[config.mk]
export PLATFORM = sky130hd
export DESIGN_NAME = mdp_run_scheduler_flat
export DESIGN_NICKNAME = d
export VERILOG_FILES = /design/src/rtl/mdp_run_scheduler_if.sv /design/src/rtl/mdp_run_scheduler.sv /design/src/flat_wrapper.sv
export SDC_FILE = /design/constraint.sdc
export NUM_CORES = 1
export LEC_CHECK = 0
export ABC_AREA = 1
export BUFFER_PORTS_ARGS = -buffer_cell sky130_fd_sc_hd__buf_2
export CAP_MARGIN = 20
export CORE_ASPECT_RATIO = 1.75
export CORE_MARGIN = 2
export CORE_UTILIZATION = 58
export CTS_CLUSTER_SIZE = 16
export DETAILED_ROUTE_END_ITERATION = 12
export GPL_TIMING_DRIVEN = 1
export PLACE_DENSITY = 0.91
export SYNTH_ARGS = -nofsm -noshare
export SYNTH_HDL_FRONTEND = slang
export SYNTH_SLANG_ARGS = --single-unit
[constraint.sdc]
create_clock -name clk -period 7.65 [get_ports clk]
set_clock_uncertainty 0.15 [all_clocks]
set_input_delay 0.3825 -clock clk [delete_from_list [all_inputs] [get_ports clk]]
set_output_delay 0.3825 -clock clk [all_outputs]
set_load 0.01 [all_outputs]
[src/rtl/mdp_run_scheduler_if.sv]
// Host request/response and engine handshake bundle for the MDP run scheduler.
// The slave side is the scheduler; the master side is the host plus the engine.
interface mdp_run_scheduler_if;
    logic        req_valid;
    logic        req_ready;
    logic [63:0] req_world;
    logic [7:0]  req_depth;
    logic [7:0]  req_width;
    logic [7:0]  req_iter;

    logic [63:0] eng_world;
    logic [7:0]  eng_depth;
    logic [7:0]  eng_width;
    logic [7:0]  eng_iter;
    logic        eng_start;
    logic        eng_ack;
    logic        eng_done;
    logic [63:0] eng_policy;

    logic        rsp_valid;
    logic        rsp_ready;
    logic [63:0] rsp_policy;
    logic [7:0]  rsp_tag;
    logic        rsp_err;
    logic        rsp_tmo;

    modport slave (
        input  req_valid, req_world, req_depth, req_width, req_iter,
        output req_ready,
        output eng_world, eng_depth, eng_width, eng_iter, eng_start, eng_ack,
        input  eng_done, eng_policy,
        output rsp_valid, rsp_policy, rsp_tag, rsp_err, rsp_tmo,
        input  rsp_ready
    );

    modport master (
        output req_valid, req_world, req_depth, req_width, req_iter,
        input  req_ready,
        input  eng_world, eng_depth, eng_width, eng_iter, eng_start, eng_ack,
        output eng_done, eng_policy,
        input  rsp_valid, rsp_policy, rsp_tag, rsp_err, rsp_tmo,
        output rsp_ready
    );
endinterface

[src/rtl/mdp_run_scheduler.sv]
// Job queue and sequencer for the MDP value-iteration engine: buffers host jobs,
// runs them one at a time over a start/ack handshake, with a watchdog timeout.
module mdp_run_scheduler #(
    parameter int unsigned QDEPTH     = 4,
    parameter int unsigned START_HOLD = 2,
    parameter int unsigned TIMEOUT    = 4000
) (
    input  logic               clk,
    input  logic               Reset,
    mdp_run_scheduler_if.slave bus,
    output logic               busy,
    output logic [15:0]        run_count
);
    localparam int unsigned PW = (QDEPTH > 1) ? $clog2(QDEPTH) : 1;
    localparam int unsigned CW = $clog2(QDEPTH + 1);
    localparam int unsigned HW = (START_HOLD > 1) ? $clog2(START_HOLD) : 1;
    localparam int unsigned WW = (TIMEOUT > 1) ? $clog2(TIMEOUT) : 1;
    localparam logic [CW-1:0] FULL_CNT  = CW'(QDEPTH);
    localparam logic [HW-1:0] HOLD_LAST = HW'(START_HOLD - 1);
    localparam logic [WW-1:0] WD_LAST   = WW'(TIMEOUT - 1);

    typedef enum logic [2:0] {
        S_IDLE, S_LOAD, S_START, S_WAIT, S_ACK, S_RESP
    } state_t;

    typedef struct packed {
        logic [63:0] world;
        logic [7:0]  depth;
        logic [7:0]  width;
        logic [7:0]  iter;
        logic [7:0]  tag;
    } job_t;

    state_t        state, state_nxt;
    job_t          mem [QDEPTH];
    job_t          head;
    logic [PW-1:0] wr_ptr, rd_ptr;
    logic [CW-1:0] count, count_nxt;
    logic [7:0]    tag_cnt;
    logic [HW-1:0] hold_cnt;
    logic [WW-1:0] wd_cnt;
    logic [15:0]   area;
    logic          push, pop, cfg_ok;

    // req_ready looks only at the stored count, so a pop never opens a slot in the same cycle
    assign bus.req_ready = (count < FULL_CNT);
    assign push          = bus.req_valid && bus.req_ready;
    assign head          = mem[rd_ptr];
    assign area          = 16'(head.depth) * 16'(head.width);
    assign cfg_ok        = (head.depth != '0) && (head.width != '0) && (area <= 16'd32);

    always_comb begin
        state_nxt = state;
        pop       = 1'b0;
        case (state)
            S_IDLE: begin
                if (count != '0) begin
                    pop       = 1'b1;
                    state_nxt = cfg_ok ? S_LOAD : S_RESP;
                end
            end
            S_LOAD:  state_nxt = S_START;
            S_START: if (hold_cnt == HOLD_LAST) state_nxt = S_WAIT;
            S_WAIT:  if (bus.eng_done || (wd_cnt == WD_LAST)) state_nxt = S_ACK;
            S_ACK:   if (bus.rsp_tmo || !bus.eng_done) state_nxt = S_RESP;
            S_RESP:  if (bus.rsp_ready) state_nxt = S_IDLE;
            default: state_nxt = S_IDLE;
        endcase

        case ({push, pop})
            2'b10:   count_nxt = count + CW'(1);
            2'b01:   count_nxt = count - CW'(1);
            default: count_nxt = count;
        endcase
    end

    always_ff @(posedge clk or negedge Reset) begin
        if (!Reset) begin
            state <= S_IDLE;
            busy  <= 1'b0;
        end else begin
            state <= state_nxt;
            busy  <= (state_nxt != S_IDLE) || (count_nxt != '0);
        end
    end

    always_ff @(posedge clk or negedge Reset) begin
        if (!Reset) begin
            wr_ptr  <= '0;
            rd_ptr  <= '0;
            count   <= '0;
            tag_cnt <= '0;
        end else begin
            count <= count_nxt;
            if (push) begin
                wr_ptr  <= wr_ptr + PW'(1);
                tag_cnt <= tag_cnt + 8'd1;
            end
            if (pop) rd_ptr <= rd_ptr + PW'(1);
        end
    end

    always_ff @(posedge clk) begin
        if (push) mem[wr_ptr] <= '{world: bus.req_world, depth: bus.req_depth,
                                   width: bus.req_width, iter: bus.req_iter, tag: tag_cnt};
    end

    always_ff @(posedge clk or negedge Reset) begin
        if (!Reset) begin
            bus.eng_world  <= '0;
            bus.eng_depth  <= '0;
            bus.eng_width  <= '0;
            bus.eng_iter   <= '0;
            bus.eng_start  <= 1'b0;
            bus.eng_ack    <= 1'b0;
            bus.rsp_valid  <= 1'b0;
            bus.rsp_policy <= '0;
            bus.rsp_tag    <= '0;
            bus.rsp_err    <= 1'b0;
            bus.rsp_tmo    <= 1'b0;
            run_count      <= '0;
            hold_cnt       <= '0;
            wd_cnt         <= '0;
        end else begin
            case (state)
                S_IDLE: begin
                    if (pop) begin
                        bus.eng_world <= head.world;
                        bus.eng_depth <= head.depth;
                        bus.eng_width <= head.width;
                        bus.eng_iter  <= head.iter;
                        bus.rsp_tag   <= head.tag;
                        if (!cfg_ok) begin
                            bus.rsp_err    <= 1'b1;
                            bus.rsp_policy <= '0;
                            bus.rsp_valid  <= 1'b1;
                        end
                    end
                end
                S_LOAD: begin
                    bus.eng_start <= 1'b1;
                    hold_cnt      <= '0;
                end
                S_START: begin
                    if (hold_cnt == HOLD_LAST) begin
                        bus.eng_start <= 1'b0;
                        wd_cnt        <= '0;
                    end else begin
                        hold_cnt <= hold_cnt + HW'(1);
                    end
                end
                S_WAIT: begin
                    // done is checked first so it wins a tie with the watchdog
                    if (bus.eng_done) begin
                        bus.rsp_policy <= bus.eng_policy;
                        bus.eng_ack    <= 1'b1;
                    end else if (wd_cnt == WD_LAST) begin
                        bus.rsp_tmo    <= 1'b1;
                        bus.rsp_policy <= '0;
                        bus.eng_ack    <= 1'b1;
                    end else begin
                        wd_cnt <= wd_cnt + WW'(1);
                    end
                end
                S_ACK: begin
                    if (bus.rsp_tmo || !bus.eng_done) begin
                        bus.eng_ack   <= 1'b0;
                        bus.rsp_valid <= 1'b1;
                    end
                end
                S_RESP: begin
                    if (bus.rsp_ready) begin
                        bus.rsp_valid <= 1'b0;
                        bus.rsp_err   <= 1'b0;
                        bus.rsp_tmo   <= 1'b0;
                        run_count     <= run_count + 16'd1;
                    end
                end
                default: ;
            endcase
        end
    end
endmodule
[src/flat_wrapper.sv]
// flat-port wrapper written by rule: the top's interface ports become plain ports
module mdp_run_scheduler_flat 
#(
    parameter int unsigned QDEPTH     = 4,
    parameter int unsigned START_HOLD = 2,
    parameter int unsigned TIMEOUT    = 4000
)
  (clk, Reset, busy, run_count, bus_req_valid, bus_req_world, bus_req_depth, bus_req_width, bus_req_iter, bus_req_ready, bus_eng_world, bus_eng_depth, bus_eng_width, bus_eng_iter, bus_eng_start, bus_eng_ack, bus_eng_done, bus_eng_policy, bus_rsp_valid, bus_rsp_policy, bus_rsp_tag, bus_rsp_err, bus_rsp_tmo, bus_rsp_ready);
  mdp_run_scheduler_if bus_i ();
  input  logic clk;
  input  logic Reset;
  output logic busy;
  output logic [15:0] run_count;
  input wire logic [$bits(bus_i.req_valid)-1:0] bus_req_valid;
  input wire logic [$bits(bus_i.req_world)-1:0] bus_req_world;
  input wire logic [$bits(bus_i.req_depth)-1:0] bus_req_depth;
  input wire logic [$bits(bus_i.req_width)-1:0] bus_req_width;
  input wire logic [$bits(bus_i.req_iter)-1:0] bus_req_iter;
  output wire logic [$bits(bus_i.req_ready)-1:0] bus_req_ready;
  output wire logic [$bits(bus_i.eng_world)-1:0] bus_eng_world;
  output wire logic [$bits(bus_i.eng_depth)-1:0] bus_eng_depth;
  output wire logic [$bits(bus_i.eng_width)-1:0] bus_eng_width;
  output wire logic [$bits(bus_i.eng_iter)-1:0] bus_eng_iter;
  output wire logic [$bits(bus_i.eng_start)-1:0] bus_eng_start;
  output wire logic [$bits(bus_i.eng_ack)-1:0] bus_eng_ack;
  input wire logic [$bits(bus_i.eng_done)-1:0] bus_eng_done;
  input wire logic [$bits(bus_i.eng_policy)-1:0] bus_eng_policy;
  output wire logic [$bits(bus_i.rsp_valid)-1:0] bus_rsp_valid;
  output wire logic [$bits(bus_i.rsp_policy)-1:0] bus_rsp_policy;
  output wire logic [$bits(bus_i.rsp_tag)-1:0] bus_rsp_tag;
  output wire logic [$bits(bus_i.rsp_err)-1:0] bus_rsp_err;
  output wire logic [$bits(bus_i.rsp_tmo)-1:0] bus_rsp_tmo;
  input wire logic [$bits(bus_i.rsp_ready)-1:0] bus_rsp_ready;
  assign bus_i.req_valid = bus_req_valid;
  assign bus_i.req_world = bus_req_world;
  assign bus_i.req_depth = bus_req_depth;
  assign bus_i.req_width = bus_req_width;
  assign bus_i.req_iter = bus_req_iter;
  assign bus_req_ready = bus_i.req_ready;
  assign bus_eng_world = bus_i.eng_world;
  assign bus_eng_depth = bus_i.eng_depth;
  assign bus_eng_width = bus_i.eng_width;
  assign bus_eng_iter = bus_i.eng_iter;
  assign bus_eng_start = bus_i.eng_start;
  assign bus_eng_ack = bus_i.eng_ack;
  assign bus_i.eng_done = bus_eng_done;
  assign bus_i.eng_policy = bus_eng_policy;
  assign bus_rsp_valid = bus_i.rsp_valid;
  assign bus_rsp_policy = bus_i.rsp_policy;
  assign bus_rsp_tag = bus_i.rsp_tag;
  assign bus_rsp_err = bus_i.rsp_err;
  assign bus_rsp_tmo = bus_i.rsp_tmo;
  assign bus_i.rsp_ready = bus_rsp_ready;
  mdp_run_scheduler #(.QDEPTH(QDEPTH), .START_HOLD(START_HOLD), .TIMEOUT(TIMEOUT)) u_core (.clk(clk), .Reset(Reset), .bus(bus_i), .busy(busy), .run_count(run_count));
endmodule
== After elaboration in Yosys (flattened, before gate mapping) ==
Memory sizes are Yosys's and may differ from the RTL's.
Cells that the tools add are included.

* Flip-flop bits (word level): 213
* Memory bits (writable): 384
* Output and inout port bits: 183
* Word-level logic and storage cells: 115
* Memories: 1

{| class="wikitable"
|+ Memories
! memory !! depth !! bits a word !! rd ports !! clocked after Yosys merged registers in !! write ports !! line !! RTL
|-
| u_core.mem || 4 || 96 || 1 || 0 || 1 || mdp_run_scheduler.sv:35 || <nowiki>job_t mem [QDEPTH];</nowiki>
|}

* $add $sub $neg: 8
* Multipliers: 1
* Magnitude comparators: 2
* Equality and inequality tests: 17
* Mux-type cells: 37
* Reduce and logical (&&, ||, !) cells: 29

{| class="wikitable"
|+ Operators with widths
! operator !! number
|-
| $mux W64 || 4
|-
| $pmux W64 S2 || 1
|-
| $mux W12 || 3
|-
| $pmux W12 S2 || 1
|-
| $mux W3 || 6
|-
| $pmux W3 S6 || 1
|-
| $add A16 B1 Y16 const B || 1
|-
| $le A16 B6 Y1 const B || 1
|-
| $mul A8 B8 Y16 || 1
|-
| $reduce_and A4 Y1 || 4
|-
| $reduce_bool A8 Y1 || 2
|-
| $mux W1 || 14
|-
| $add A12 B1 Y12 const B || 1
|-
| $eq A12 B12 Y1 const B || 1
|-
| $reduce_bool A2 Y1 || 6
|-
| $reduce_bool A3 Y1 || 4
|-
| $pmux W1 S2 || 5
|-
| $add A8 B1 Y8 const B || 1
|-
| $ne A2 B1 Y1 const B || 4
|-
| $ne A2 B2 Y1 const B || 4
|-
| $eq A3 B2 Y1 const B || 2
|-
| $eq A3 B3 Y1 const B || 2
|-
| $pmux W3 S2 || 1
|-
| $reduce_and A2 Y1 || 3
|-
| other kinds (16) || 21
|}

== Longest topological paths before layout ==
An unclocked memory read counts as a cell.

* Depth in word-level cells: 9
* Gate-level depth with buffers: 33
* Mapped depth without buffers: 30

== Worst setup path after synthesis ==
Ideal clock, no wire load.

* Path kind: register to register
* From: reg u_core.count[2]
* To: mem u_core.mem[0][0] (netlist bit), enable pin
* Setup time: 0.552 ns
* Arrival: 4.836 ns
* Setup slack: 2.112 ns
* Cell stages (with the launch flop): 5
* Period minus slack after synthesis: 5.538 ns
* Cells stage by stage: dfrtp_1 > inv_1 > nand2_1 > clkbuf_1 > nor2_1

* Longest elaborated chain between the ends: 4

{| class="wikitable"
|+ RTL lines
! what !! line !! RTL
|-
| start, declared || mdp_run_scheduler.sv:38 || <nowiki>logic [CW-1:0] count, count_nxt;</nowiki>
|-
| start signal, assigned || mdp_run_scheduler.sv:94 || <nowiki>count <= count_nxt;</nowiki>
|-
| $lt A3 B3 Y1 || mdp_run_scheduler.sv:46 || <nowiki>assign bus.req_ready = (count < FULL_CNT);</nowiki>
|-
| net bus_req_ready || flat_wrapper.sv:19 || <nowiki>output wire logic [$bits(bus_i.req_ready)-1:0] bus_req_ready;</nowiki>
|-
| $logic_and A1 B1 Y1 || mdp_run_scheduler.sv:47 || <nowiki>assign push = bus.req_valid && bus.req_ready;</nowiki>
|-
| $mux W1 || mdp_run_scheduler.sv:104 || <nowiki>if (push) mem[wr_ptr] <= '{world: bus.req_world, depth: bus.req_depth,</nowiki>
|-
| $mux W1 (implied by the code) || mdp_run_scheduler.sv:104 ||
|-
| end, declared || mdp_run_scheduler.sv:35 ||
|}

The timed path passes the listed nets, and every way through them passes these cells.

== Worst setup path after layout ==
* From: reg u_core.rd_ptr[0]
* To: reg u_core.bus.rsp_policy[52]

* Longest elaborated chain between the ends: 6
* Elaborated cells between the ends (all ways): 9

{| class="wikitable"
|+ RTL lines
! what !! line !! RTL
|-
| start, declared || mdp_run_scheduler.sv:37 || <nowiki>logic [PW-1:0] wr_ptr, rd_ptr;</nowiki>
|-
| start signal, assigned || mdp_run_scheduler.sv:99 || <nowiki>if (pop) rd_ptr <= rd_ptr + PW'(1);</nowiki>
|-
| $mem_v2 Z4 W96 (*) || n/a ||
|-
| $mul A8 B8 Y16 or $reduce_bool A8 Y1 (tied branches) || mdp_run_scheduler.sv:49, mdp_run_scheduler.sv:50 ||
|-
| $le A16 B6 Y1 or $logic_and A1 B1 Y1 (tied branches) || mdp_run_scheduler.sv:50 || <nowiki>assign cfg_ok = (head.depth != '0) && (head.width != '0) && (area <= 16'd32);</nowiki>
|-
| $logic_and A1 B1 Y1 (*) || mdp_run_scheduler.sv:50 ||
|-
| $ne A2 B2 Y1 (no line) (*) || n/a ||
|-
| $reduce_and A4 Y1 (no line) (*) || n/a ||
|-
| end signal, assigned || mdp_run_scheduler.sv:155 || <nowiki>bus.rsp_policy <= bus.eng_policy;</nowiki>
|-
| end, declared || mdp_run_scheduler_if.sv:32 || <nowiki>output rsp_valid, rsp_policy, rsp_tag, rsp_err, rsp_tmo,</nowiki>
|}

Mark *: on every way between the ends. The rest lies on a longest branch, timed or not.
A chain may end at the register's enable or synchronous reset.

==> results.toml <==
[outcome]
outcome = "complete, no violations"

[synthesis]
netlist_area_um2 = 25300
synth-seq-area-share_pct = 66.6
syn-num-nets = 2525
synth_top_area_cell = "edfxtp_1"
yosysTopAreaCellShare_pct = 45.5
yosysUniqueCellTypes = 40
synthTopCellsByArea = "edfxtp_1, dfrtp_1, nor2_1, nand2_1, o21ai_0"
ys_seq_elements = 597
syn_area_per_cell_um2 = 11.1
netlist_instances = 2287
ys_warn_count = 0

[finish]
final_util_pct = 70.8
fillers = 2709
syn2layout_area_growth_pct = 20.9
instances_no_fill = 3368
layout.nets = 2990
drive_gt1_share_pct = 18.0

[timing]
fmax_ghz = 0.153
finalSetupTns_ns = 0
rsz0062_at_grt = "false"
report.final.slew_viol_count = 0
period_needed_ns = 6.52
tightest_slew_ns = 1.10
layout_setup_ws_ns = 1.13
hold_viol_final = 0
setup_viol = 0
slew_headroom_pct = 27.0
period_share_pct = 85.3

[clock_tree]
clock-sinks = 597
cts_hold_buf = 155
htree_num_levels = 2
post_cts_buffers = 0
cts_root_buffer = "clkbuf_16"
clkLatencyLatePin_ns = 0.58
clkTransAtPathRegs_ns = 0.07
post_cts_resized = 0
cts_tree = "built"
cts_buffers = 49
clockBufferDepth = 3

[die]
die-area_um2 = 45400
io_pins = 340
core_area_um2 = 43200
rows = 101
die_y_um = 280
dieWidth_um = 162
initial_utilization_pct = 58.6

[drt]
routedWlPerCell_um = 20.2
drcViolationCount = 0
vias = 19222
dr.pass1.iters = 5
final_antenna_net_count = 0
via_per_inst = 5.71
wl_um = 68000
drtIter0Drc = 1960

[grt]
antenna_found_initial = 10
gr-usage-all-layers_pct = 29.6
grt_use_met3_pct = 4.67
grt_pass1_vias = 19860
use_met2_pct = 54.5
grt_max_degree = 126
grt_use_met1_pct = 31.9
overflow = 0
grt.busiest_layer = "met2"
grt_pass1_wl_um = 105000

[critical_path]
crit_type = "flop to flop"
crit_fanout = 73
cp.required_ns = 8.01
cp.arrival_ns = 6.88
critPathCaptureType = "flop"
startpoint_type = "flop"

[flow_run]
maxCapViolations = 0

[placement]
numPortBuffers = 339
dp.cells = 3111
dp_slack_ns = 1.30
place_congestion = 0.881
dpl.hpwl_um = 39700

[hold_path]
min_path_type = "primary input to flop"
## flip-flops by register name, summed over array words and instances (netlist names), 2 cells and up
register	count
u_core.mem	384
u_core.bus.eng_world	64
u_core.bus.rsp_policy	64
u_core.run_count	16
u_core.wd_cnt	12
u_core.bus.eng_depth	8
u_core.bus.eng_iter	8
u_core.bus.eng_width	8
u_core.bus.rsp_tag	8
u_core.tag_cnt	8
u_core.count	3
u_core.state	3
u_core.rd_ptr	2
u_core.wr_ptr	2
## cell families after synthesis
family / after synthesis / synth area share, %
buf+inv: 247 / 4.33
fa+ha+maj: 81 / 5.10
xor+xnor: 29 / 1.00
simple gates: 1042 / 16.7
compound gates: 290 / 6.18
flops: 597 / 66.6
mux: 1 / 0.0445
## critical path, cell delays in order, from the launching register on
cell and delay [ns]:
dfrtp_4 0.98, inv_6 0.36, nand2_1 0.16, nand3_1 0.09, nand2_2 0.22, nor2_1 0.11
fa_1 0.54, fa_1 0.52, fa_1 0.54, inv_1 0.05, fa_1 0.53, inv_1 0.04
ha_1 0.34, nand2_1 0.08, nand2_1 0.11, inv_1 0.11, nand2_1 0.06, nand2_1 0.08
nand3_1 0.08, nand2_1 0.07, nand2_1 0.05, nor2_1 0.13, nand4_2 0.13, nand2_2 0.09
nand2_4 0.08, nand2_8 0.36, nand2_1 0.15, nand2_1 0.12
## area by class of cell
class / count / area [um^2] / share of cell area [%]
diodes: 10 / 25.0 / 0.0817
repair buffers: 514 / 3430 / 11.2
flip-flops and latches: 597 / 16900 / 55.1
well taps: 566 / 708 / 2.31
clock inverters: 25 / 279 / 0.911
clock buffers: 66 / 1340 / 4.38
inverters: 147 / 559 / 1.83
multi-input cells: 1443 / 7410 / 24.2
## synthesized netlist by cell type
cell and number:
a31oi_1 81, buf_6 8, dfrtp_1 213, fa_1 37
o21ai_0 187, nand2_1 396, nand3_2 2, nand2_2 52
o21bai_1 1, nand4_2 1, nand3b_1 4, nand2_8 1
o31ai_1 2, buf_4 3, buf_2 6, edfxtp_1 384
ha_1 44, xnor2_1 8, buf_1 13, and3_1 1
inv_4 1, nand3_1 62, xor2_1 21, nor3b_1 1
a21oi_1 17, nand2_4 1, clkbuf_1 64, inv_1 144
nor2_1 496, nand4_1 8, a211oi_1 1, inv_2 1
buf_12 3, mux2_2 1, inv_6 1, buf_8 3
o21a_1 1, nor3_1 11, nor4_2 1, nor4_1 5
## worst paths after layout
check / cells past startpoint / endpoint / startpoint / slack (ns)
worst min-delay path: 4 / u_core.run_count[1]$_DFFE_PN0P_ / bus_rsp_ready / 0.08
max in group asynchronous: 3 / u_core.run_count[13]$_DFFE_PN0P_ / Reset / 5.65
worst min register to register: 2 / u_core.bus.rsp_policy[45]$_DFFE_PN0P_ / u_core.bus.rsp_policy[45]$_DFFE_PN0P_ / 0.32
worst max register to register: 27 / u_core.bus.rsp_policy[52]$_DFFE_PN0P_ / u_core.rd_ptr[0]$_DFFE_PN0P_ / 1.13
min in group asynchronous: 2 / u_core.bus.eng_depth[3]$_DFFE_PN0P_ / Reset / 0.22
worst max-delay path: 27 / u_core.bus.rsp_policy[52]$_DFFE_PN0P_ / u_core.rd_ptr[0]$_DFFE_PN0P_ / 1.13
## through the flow
| step | hold slack [ns] | instance area [um^2] |
|---|---|---|
| floorplan | -0.0631 | 25300 |
| global placement | 0.301 | 27400 |
| detailed placement | 0.308 | 27400 |
| CTS | 0.0366 | 30600 |
| global route | 0.0722 | 30600 |
| finish | 0.0819 | 30600 |
## per-layer routing
metal / up-vias / share of wire (%)
li1: 8565 / -
met1: 9278 / 34
met2: 1117 / 53
met3: 262 / 7.5
met4: 0 / 5.9
met5: - / 0
## cells in the final DEF, fill, tap and decap left out, types with 2 or more instances in the layout
master           n
dfrtp_4          2
nand3_2          2
buf_2          338
buf_4           19
nand4_1          8
dfrtp_1        211
a31oi_1         81
o21ai_0        187
clkbuf_1        12
nor4_1           5
clkbuf_8         5
nor3_1          11
clkinvlp_4       5
a21oi_1         17
clkbuf_16       49
clkinv_4         4
bufinv_16        5
clkinv_2         4
ha_1            44
diode_2         10
nor2_4           6
fa_1            37
nor2_1         490
clkinv_1         5
edfxtp_1       384
o31ai_1          2
nand2_2         52
xnor2_1          8
dlygate4sd3_1  155
inv_1          144
nand3b_1         4
xor2_1          21
inv_6            3
nand3_1         62
nand2_1        396
Power is not shown: default switching activity piles up to over one toggle a cycle in this logic, so the estimate is an artifact.
